--- src/rtl/fft_frame_buffer_if.sv ---
// Output sample stream of the FFT frame buffer: valid/ready handshake with
// complex data, bin index and frame-last sidebands.
interface fft_frame_buffer_if #(
    parameter int TOTAL_STEP = 6,
    parameter int DATA_WIDTH = 16
);
    logic                  m_valid;
    logic                  m_ready;
    logic [DATA_WIDTH-1:0] m_real;
    logic [DATA_WIDTH-1:0] m_imag;
    logic [TOTAL_STEP-1:0] m_index;
    logic                  m_last;

    modport master (
        output m_valid, m_real, m_imag, m_index, m_last,
        input  m_ready
    );

    modport slave (
        input  m_valid, m_real, m_imag, m_index, m_last,
        output m_ready
    );
endinterface

--- src/rtl/fft_frame_buffer.sv ---
// Ping-pong frame buffer behind the streaming FFT core: captures N-point frames,
// optionally undoes bit-reversed ordering, and replays them on a valid/ready stream.
//
// state    | meaning
// ---------+------------------------------------------------------------
// S_IDLE   | waiting for rd_bank to fill; reads address 0 when it does
// S_PRIME  | first word of the frame lands in the output registers
// S_STREAM | m_valid high; each handshake advances, next word prefetched
module fft_frame_buffer #(
    parameter int TOTAL_STEP  = 6,
    parameter int DATA_WIDTH  = 16,
    parameter int BIT_REVERSE = 0,
    parameter int OVF_WIDTH   = 8
) (
    input  logic                  iclk,
    input  logic                  rstn,
    input  logic                  ien,
    input  logic [DATA_WIDTH-1:0] iReal,
    input  logic [DATA_WIDTH-1:0] iImag,
    fft_frame_buffer_if.master    m_if,
    output logic                  ovf_pulse,
    output logic [OVF_WIDTH-1:0]  ovf_cnt
);

    localparam int N  = 1 << TOTAL_STEP;
    localparam int AW = TOTAL_STEP + 1;
    localparam int WW = 2 * DATA_WIDTH;

    typedef enum logic [1:0] {S_IDLE, S_PRIME, S_STREAM} rd_state_t;

    logic [WW-1:0]         mem [0:2*N-1];
    logic [WW-1:0]         rd_q;
    logic [AW-1:0]         rd_addr;

    logic [TOTAL_STEP-1:0] wr_cnt;
    logic                  wr_bank;
    logic                  drop_q;
    logic [1:0]            full;
    logic [1:0]            full_n;
    logic                  frame_start;
    logic                  frame_end;
    logic                  bank_free;
    logic                  drop_cur;
    logic                  wr_en;
    logic                  wr_set;

    rd_state_t             state, state_n;
    logic                  rd_bank, rd_bank_n;
    logic                  rd_release;
    logic                  hs;
    logic                  valid_n;
    logic [TOTAL_STEP-1:0] idx_n;
    logic [DATA_WIDTH-1:0] real_n, imag_n;
    logic [TOTAL_STEP:0]   tgt;

    function automatic logic [TOTAL_STEP-1:0] addr_map(input logic [TOTAL_STEP-1:0] i);
        logic [TOTAL_STEP-1:0] r;
        r = i;
        if (BIT_REVERSE != 0) begin
            for (int b = 0; b < TOTAL_STEP; b++) r[b] = i[TOTAL_STEP-1-b];
        end
        return r;
    endfunction

    // A bank the reader releases on this very edge is free for the writer to claim.
    assign frame_start = ien && (wr_cnt == '0);
    assign frame_end   = ien && (wr_cnt == TOTAL_STEP'(N-1));
    assign bank_free   = !full[wr_bank] || (rd_release && (rd_bank == wr_bank));
    assign drop_cur    = frame_start ? !bank_free : drop_q;
    assign wr_en       = ien && !drop_cur;
    assign wr_set      = frame_end && !drop_cur;

    always_comb begin
        full_n = full;
        if (rd_release) full_n[rd_bank] = 1'b0;
        if (wr_set)     full_n[wr_bank] = 1'b1;
    end

    always_ff @(posedge iclk or negedge rstn) begin
        if (!rstn) begin
            wr_cnt    <= '0;
            wr_bank   <= 1'b0;
            drop_q    <= 1'b0;
            full      <= 2'b00;
            ovf_pulse <= 1'b0;
            ovf_cnt   <= '0;
        end else begin
            full      <= full_n;
            ovf_pulse <= 1'b0;
            if (ien) wr_cnt <= wr_cnt + TOTAL_STEP'(1);
            if (frame_start) drop_q <= !bank_free;
            if (frame_end) begin
                if (drop_cur) begin
                    ovf_pulse <= 1'b1;
                    if (ovf_cnt != '1) ovf_cnt <= ovf_cnt + OVF_WIDTH'(1);
                end else begin
                    wr_bank <= ~wr_bank;
                end
            end
        end
    end

    always_ff @(posedge iclk) begin
        if (wr_en) mem[{wr_bank, wr_cnt}] <= {iReal, iImag};
        rd_q <= mem[rd_addr];
    end

    assign hs = m_if.m_valid && m_if.m_ready;

    always_comb begin
        state_n    = state;
        rd_bank_n  = rd_bank;
        valid_n    = m_if.m_valid;
        idx_n      = m_if.m_index;
        real_n     = m_if.m_real;
        imag_n     = m_if.m_imag;
        rd_release = 1'b0;
        tgt        = '0;
        rd_addr    = {rd_bank, addr_map('0)};
        case (state)
            S_IDLE: begin
                if (full[rd_bank]) state_n = S_PRIME;
            end
            S_PRIME: begin
                valid_n          = 1'b1;
                idx_n            = '0;
                {real_n, imag_n} = rd_q;
                rd_addr          = {rd_bank, addr_map(TOTAL_STEP'(1))};
                state_n          = S_STREAM;
            end
            S_STREAM: begin
                // Keep rd_q one word ahead; past N-1 the prefetch crosses into the other bank.
                tgt     = {1'b0, m_if.m_index} + (hs ? AW'(2) : AW'(1));
                rd_addr = {rd_bank ^ tgt[TOTAL_STEP], addr_map(tgt[TOTAL_STEP-1:0])};
                if (hs) begin
                    {real_n, imag_n} = rd_q;
                    idx_n            = m_if.m_index + TOTAL_STEP'(1);
                    if (m_if.m_index == TOTAL_STEP'(N-1)) begin
                        rd_release = 1'b1;
                        rd_bank_n  = ~rd_bank;
                        if (!full[~rd_bank]) begin
                            valid_n = 1'b0;
                            idx_n   = '0;
                            state_n = S_IDLE;
                        end
                    end
                end
            end
            default: state_n = S_IDLE;
        endcase
    end

    always_ff @(posedge iclk or negedge rstn) begin
        if (!rstn) begin
            state          <= S_IDLE;
            rd_bank        <= 1'b0;
            m_if.m_valid   <= 1'b0;
            m_if.m_index   <= '0;
            m_if.m_real    <= '0;
            m_if.m_imag    <= '0;
        end else begin
            state          <= state_n;
            rd_bank        <= rd_bank_n;
            m_if.m_valid   <= valid_n;
            m_if.m_index   <= idx_n;
            m_if.m_real    <= real_n;
            m_if.m_imag    <= imag_n;
        end
    end

    assign m_if.m_last = m_if.m_valid && (m_if.m_index == TOTAL_STEP'(N-1));

endmodule

--- src/flat_wrapper.sv ---
// flat-port wrapper written by rule: the top's interface ports become plain ports
module fft_frame_buffer_flat 
#(
    parameter int TOTAL_STEP  = 6,
    parameter int DATA_WIDTH  = 16,
    parameter int BIT_REVERSE = 0,
    parameter int OVF_WIDTH   = 8
)
  (iclk, rstn, ien, iReal, iImag, ovf_pulse, ovf_cnt, m_if_m_valid, m_if_m_real, m_if_m_imag, m_if_m_index, m_if_m_last, m_if_m_ready);
  fft_frame_buffer_if #(.TOTAL_STEP(TOTAL_STEP), .DATA_WIDTH(DATA_WIDTH)) m_if_i ();
  input  logic iclk;
  input  logic rstn;
  input  logic ien;
  input  logic [DATA_WIDTH-1:0] iReal;
  input  logic [DATA_WIDTH-1:0] iImag;
  output logic ovf_pulse;
  output logic [OVF_WIDTH-1:0] ovf_cnt;
  output wire logic [$bits(m_if_i.m_valid)-1:0] m_if_m_valid;
  output wire logic [$bits(m_if_i.m_real)-1:0] m_if_m_real;
  output wire logic [$bits(m_if_i.m_imag)-1:0] m_if_m_imag;
  output wire logic [$bits(m_if_i.m_index)-1:0] m_if_m_index;
  output wire logic [$bits(m_if_i.m_last)-1:0] m_if_m_last;
  input wire logic [$bits(m_if_i.m_ready)-1:0] m_if_m_ready;
  assign m_if_m_valid = m_if_i.m_valid;
  assign m_if_m_real = m_if_i.m_real;
  assign m_if_m_imag = m_if_i.m_imag;
  assign m_if_m_index = m_if_i.m_index;
  assign m_if_m_last = m_if_i.m_last;
  assign m_if_i.m_ready = m_if_m_ready;
  fft_frame_buffer #(.TOTAL_STEP(TOTAL_STEP), .DATA_WIDTH(DATA_WIDTH), .BIT_REVERSE(BIT_REVERSE), .OVF_WIDTH(OVF_WIDTH)) u_core (.iclk(iclk), .rstn(rstn), .ien(ien), .iReal(iReal), .iImag(iImag), .m_if(m_if_i), .ovf_pulse(ovf_pulse), .ovf_cnt(ovf_cnt));
endmodule
--- config.mk ---
export PLATFORM = sky130hd
export DESIGN_NAME = fft_frame_buffer_flat
export DESIGN_NICKNAME = d
export VERILOG_FILES = /design/src/rtl/fft_frame_buffer_if.sv /design/src/rtl/fft_frame_buffer.sv /design/src/flat_wrapper.sv
export SDC_FILE = /design/constraint.sdc
export NUM_CORES = 2
export LEC_CHECK = 0
export CAP_MARGIN = 20
export CORE_MARGIN = 2
export CORE_UTILIZATION = 50
export DETAILED_ROUTE_END_ITERATION = 8
export GPL_TIMING_DRIVEN = 0
export HOLD_SLACK_MARGIN = 0.12
export PLACE_DENSITY = 0.71
export SKIP_CTS_REPAIR_TIMING = 1
export SYNTH_ARGS = -nofsm -noshare
export SYNTH_HDL_FRONTEND = slang
export SYNTH_SLANG_ARGS = --single-unit
--- constraint.sdc ---
create_clock -name iclk -period 4.45 [get_ports iclk]
set_input_delay 0.6675 -clock iclk [delete_from_list [all_inputs] [get_ports iclk]]
set_output_delay 0.6675 -clock iclk [all_outputs]
set_load 0.05 [all_outputs]
**Word-level counts from Yosys, hierarchy flattened**

Memories as Yosys holds them, arrays and structs flattened. A register that Yosys moved wholly into a read port is not among the register bits.
Cells that the tools add are included.
W data, S select, Z words.

- Register bits: 61
- Latch bits: 0
- RAM bits: 4,096
- Bits in read-only memories: 0
- Bits of input ports: 36
- Output and inout bits: 49
- Word-level logic and storage cells: 100
- Memories: 1

Memories:

| memory | words | bits a word | rd ports | clocked after memory_dff | write ports | RTL line | text |
|---|---|---|---|---|---|---|---|
| u_core.mem | 128 | 32 | 1 | 1 | 1 | fft_frame_buffer.sv:31 | `logic [WW-1:0] mem [0:2*N-1];` |

- $add $sub $neg: 4
- Multipliers: 0
- Div/mod/pow operators: 0
- $lt $le $gt $ge: 5
- Equality and inequality tests: 10
- Shift-type cells: 0
- Mux-type cells: 39
- Bitwise logic cells: 7
- Reductions and logical operators: 22

Operators by type and width:

| operator | number |
|---|---|
| $pmux W16 S2 | 2 |
| $mux W16 | 2 |
| $mux W1 | 19 |
| $mux W6 | 3 |
| $mux W2 | 7 |
| $pmux W7 S2 | 1 |
| $add A6 B1 Y6 const B | 2 |
| $eq A6 B6 Y1 const B | 2 |
| $pmux W6 S2 | 1 |
| $logic_and A1 B1 Y1 | 9 |
| $add A8 B1 Y8 const B | 1 |
| $ne A8 B8 Y1 const B | 1 |
| $reduce_and A4 Y1 | 2 |
| $add A6 B7 Y7 | 1 |
| $logic_not A6 Y1 | 1 |
| $lt A1 B2 Y1 const B | 3 |
| $ne A2 B1 Y1 const B | 3 |
| $pmux W2 S3 | 1 |
| $reduce_and A3 Y1 | 2 |
| $reduce_and A2 Y1 | 2 |
| $logic_not A1 Y1 | 3 |
| $not A1 Y1 | 3 |
| $and A2 B2 Y2 | 1 |
| $demux W1 S1 | 2 |
| 12 further kinds | 13 |

**Depth between registers and ports, before layout**

- Word-level depth: 12
- Gate-level depth with buffers: 15
- Gate-level depth less buffers: 10

**Worst setup path after synthesis**

No wires, ideal clock.

- Path kind: register to register
- Start point: register u_core.m_if.m_index[0]
- End point: memory u_core.mem[91][0] (netlist name), enable pin
- Library setup time: 421 ps
- Arrival: 3,819 ps
- Data required time: 4,029 ps
- Path slack: 209 ps
- Stages on the path, launching flop included: 10
- Path buffers: 1
- Period minus slack after synthesis: 4,241 ps
- Cell sequence: dfrtp_1 -> ha_1 -> inv_1 -> o41ai_1 -> mux2_2 -> o21ai_1 -> nor2_1 -> nand4_1 -> clkbuf_1 -> nor2_1

- Cells in the longest elaborated chain, start to end: 12

Ends and longest elaborated chain:

| item | RTL line | text |
|---|---|---|
| start, declared | fft_frame_buffer_if.sv:15 | `output m_valid, m_real, m_imag, m_index, m_last,` |
| start signal, assigned | fft_frame_buffer.sv:165 | `m_if.m_index <= idx_n;` |
| $eq A6 B6 Y1 | fft_frame_buffer.sv:138 | `if (m_if.m_index == TOTAL_STEP'(N-1)) begin` |
| $mux W1 | fft_frame_buffer.sv:138 |  |
| $mux W1 | fft_frame_buffer.sv:135 | `if (hs) begin` |
| $mux W1 | fft_frame_buffer.sv:120 | `case (state)` |
| $logic_and A1 B1 Y1 | fft_frame_buffer.sv:68 | `assign bank_free = !full[wr_bank] \|\| (rd_release && (rd_bank == wr_bank));` |
| $logic_or A1 B1 Y1 | fft_frame_buffer.sv:68 |  |
| $logic_not A1 Y1 | fft_frame_buffer.sv:69 | `assign drop_cur = frame_start ? !bank_free : drop_q;` |
| $mux W1 | fft_frame_buffer.sv:69 |  |
| via u_core.drop_cur | fft_frame_buffer.sv:43 | `logic drop_cur;` |
| $logic_not A1 Y1 | fft_frame_buffer.sv:70 | `assign wr_en = ien && !drop_cur;` |
| $logic_and A1 B1 Y1 | fft_frame_buffer.sv:70 |  |
| $mux W1 | fft_frame_buffer.sv:104 | `if (wr_en) mem[{wr_bank, wr_cnt}] <= {iReal, iImag};` |
| $mux W1 (implied by the code) | fft_frame_buffer.sv:104 |  |
| end, declared | fft_frame_buffer.sv:31 |  |

The timed path passes the listed nets, and every way through them passes these cells.

**Worst setup path in the final report**

- Start point: register u_core.m_if.m_valid
- End point: register u_core.rd_q[9] (read register of u_core.mem)

- Cells in the longest elaborated chain, start to end: 5

Ends and longest elaborated chain:

| item | RTL line | text |
|---|---|---|
| start, declared | fft_frame_buffer_if.sv:15 |  |
| start signal, assigned | fft_frame_buffer.sv:164 | `m_if.m_valid <= valid_n;` |
| $logic_and A1 B1 Y1 (*) | fft_frame_buffer.sv:108 | `assign hs = m_if.m_valid && m_if.m_ready;` |
| $mux W2 (*) | fft_frame_buffer.sv:133 | `tgt = {1'b0, m_if.m_index} + (hs ? AW'(2) : AW'(1));` |
| $add A6 B7 Y7 (*) | fft_frame_buffer.sv:133 |  |
| $xor A1 B1 Y1 | fft_frame_buffer.sv:134 | `rd_addr = {rd_bank ^ tgt[TOTAL_STEP], addr_map(tgt[TOTAL_STEP-1:0])};` |
| $pmux W7 S2 (*) | fft_frame_buffer.sv:120 |  |
| end, declared | fft_frame_buffer.sv:32 | `logic [WW-1:0] rd_q;` |

Mark *: on every way between the ends. The rest lies on a longest branch, timed or not.
A chain may end at the register's enable or synchronous reset.

==> flow_summary.toml <==
[synthesis]
synth_area_leaders = "edfxtp_1 77%, mux4_2 14%, nand2_1 1.5%"
synthDistinctLibCells = 63
synthTopCellsByCount = "4096 x edfxtp_1, 1022 x mux4_2, 633 x nand2_1, 232 x nand3_1, 185 x a22oi_1"
yosys.area.top_type = "edfxtp_1"
yosysSeqAreaShare_pct = 78.3
syn_nets = 7364
synth-seq-cells = 4189
avgSynthCellArea_um2 = 21.9
synth_area_mm2 = 0.160
synth_edf_count = 4096
ys.flop_type = "edfxtp_1"
synthCells = 7318
synth.most_common_cell = "edfxtp_1"
synth_top_area_share_pct = 76.9
yosysWarnings = 0
synthArstFlopShare_pct = 1.46

[critical_path]
crit_type = "reg2reg"
cp_cell_sequence = "clkbuf_4, nand2_2, ha_2, ha_1, a31oi_4, or4_1, o211a_1, buf_2, nand3_1, clkbuf_1, o22ai_2, a2111oi_4"
worst-endpoint-arrival_ns = 5.62
worstSetupStartpointType = "flip-flop"
cp-end-kind = "flip-flop"
reg2reg_from = "u_core.m_if.m_valid"
crit_slowest_cell = "a2111oi_4"
reg2reg_depth = 12
cp_max_fo = 10
required_ns = 5.24
r2r_slack_ns = -0.38
critPathMaxStageDelay_ns = 0.84
worst_r2r_endpoint = "u_core.rd_q[9]"

[routing]
drt_iter0_markers = 13200
highest_layer = "met5"
first_pass_iters = 6
routed_via_density = 6.49
wl_met2_mm = 208
drc = 0
final_antenna_net_count = 0
wl_met1_mm = 158
wl_per_cell_um = 35.1
dr_total_vias = 81800
wl_mm = 442
wl_met3_mm = 48.9

[cts]
cts_sinks = 4189
h-tree-depth = 5
clk_pin_slew_ns = 0.06
clock_path_buffers = 4
numCtsBuffers = 409
cts_tree = "built"
clk_latency_ns = 0.98
clockRootBuffer = "clkbuf_16"

[run]
maxCapViolations = 0

[outcome]
failed_checks = "negative setup slack"
outcome = "finished, violations left"

[cells_and_area]
fin_area_mm2 = 0.186
nets = 8108
drive_gt1_share_pct = 29.8
area_growth_syn_to_layout_pct = 16.2
instances_no_fill = 12600
finalCoreUtilization_pct = 58.4

[power_and_ir_drop]
power_density_mw_per_mm2 = 534
ir_drop_mv = 0.499
finalPower_mw = 99.2
power_leakage_nw = 59.2

[placed_design]
port_buffers = 84
gp_congestion = 0.977
post_dp_cell_area_mm2 = 0.171
numPlacedInstances = 11800
hpwl_mm = 297

[floorplanning]
rows = 207
start_util_pct = 50.3
boundaryPins = 85
fp.dieH_um = 570
die_w_um = 570
dieArea_mm2 = 0.324
core_mm2 = 0.318

[timing]
setup-tns-final_ns = -53.27
hold_viol_final = 0
fin_ws_ns = -0.378
fin_crit_ns = 4.83
rsz0062_at_grt = "true"
fin_crit_sh_pct = 108
clock-skew-final_ns = 0.0743
worst_pin_slew_ns = 1.36
drv_slew = 0
relSlewSlack_pct = 9.23
fmax_mhz = 207
setup_viol = 542

[global_route]
gr-total-overflow = 0
grt_use_total_pct = 26.8
grt_pass1_wl_mm = 609
antenna_found_initial = 34
grt_pass1_vias = 79900
grt_max_degree = 97

[hold_path]
hold_class = "in2reg"
hold_end = "u_core.mem[105][16]"
worst_hold_path.num_cells = 1
min_from = "iReal[0]"
## state kept, by name, summed over array words and instances (netlist names)
name / cells
u_core.full: 2
u_core.wr_cnt: 6
u_core.rd_bank: 1
u_core.m_if.m_imag: 16
u_core.m_if.m_valid: 1
u_core.state: 2
u_core.mem: 4096
u_core.m_if.m_real: 16
u_core.ovf_pulse: 1
u_core.rd_q: 32
u_core.m_if.m_index: 6
u_core.drop_q: 1
u_core.ovf_cnt: 8
u_core.wr_bank: 1
## metrics by stage
step	hold WS (ns)	setup slack, ns
6_report	0.170	-0.378
5_1_grt	0.154	-0.378
4_1_cts	-0.484	-1.59
3_5_place_dp	0.411	-2.06
3_3_place_gp	0.422	-3.30
2_1_floorplan	0.372	0.209
## routing by layer
| metal | global-route usage, % | up-vias |
|---|---|---|
| met4 | 14.4 | 14 |
| met1 | 35.9 | 43200 |
| met2 | 41.5 | 5458 |
| met3 | 5.84 | 906 |
| li1 | - | 32200 |
| met5 | 0 | - |
## cell families (layout without fill, tap and decap cells)
logic type,Yosys count,count (layout),synth area share (%)
flops,4189,4189,78.3
simple gates,1120,1122,3.00
other cells,0,25,0
fa+ha+maj,10,10,0.0782
buf+inv,423,1493,1.36
mux,1165,1165,15.3
compound gates,395,395,1.91
xor+xnor,16,16,0.0876
## placed cells by master (no fill, tap or decap), types with 54 or more instances in the layout
master and count:
mux2i_1 131, clkbuf_2 90, mux4_2 1022, nand4_1 54, nor2_4 130, buf_4 167
clkinv_1 90, a22oi_1 180, dfrtp_1 59, nand2_1 632, clkbuf_16 415, buf_12 110
nand3_1 223, buf_16 66, edfxtp_1 4096, clkinv_2 77, clkbuf_1 127, buf_2 108
## power by group
group | switching (mW) | leakage (nW) | total (mW) | internal (mW)
clock | 14.7 | 6.31 | 33.6 | 18.9
combinational | 11.9 | 15.0 | 21.0 | 9.04
sequential | 0.297 | 37.9 | 44.6 | 44.3
## critical path, delay by kind of cell (launching register included)
kind                       cells  cell delay [ns]
AOI/OAI and AO/OA              4             1.56
buffers and inverters          3             1.16
and+or+nand+nor                3             1.04
adders and majority gates      2             0.48
DFF                            1             0.40
## worst max-delay path by stage
stage / startpoint / end / slack, ns / depth (start not counted)
5_1_grt: u_core.m_if.m_valid / u_core.rd_q[9] / -0.38 / 12
3_5_place_dp: m_if_m_ready / u_core.rd_q[21] / -2.06 / 14
6_report: u_core.m_if.m_valid / u_core.rd_q[9] / -0.38 / 12
4_1_cts: u_core.m_if.m_valid / u_core.rd_q[21] / -1.59 / 14
2_1_floorplan: u_core.m_if.m_index[0] / u_core.mem[91][0] / 0.21 / 9
3_3_place_gp: m_if_m_ready / u_core.mem[81][16] / -3.30 / 9
## layout make-up
cell class | instances | area [um^2]
repair buffers | 332 | 5460
flip-flops and latches | 4189 | 125000
multi-input cells | 2708 | 34400
diodes | 25 | 62.6
clock inverters | 234 | 2080
clock buffers | 505 | 10800
fillers | 22000 | 132000
well taps | 4180 | 5230
inverters | 9 | 33.8
plain buffers | 413 | 2580
(Power assumes the default switching activity.)
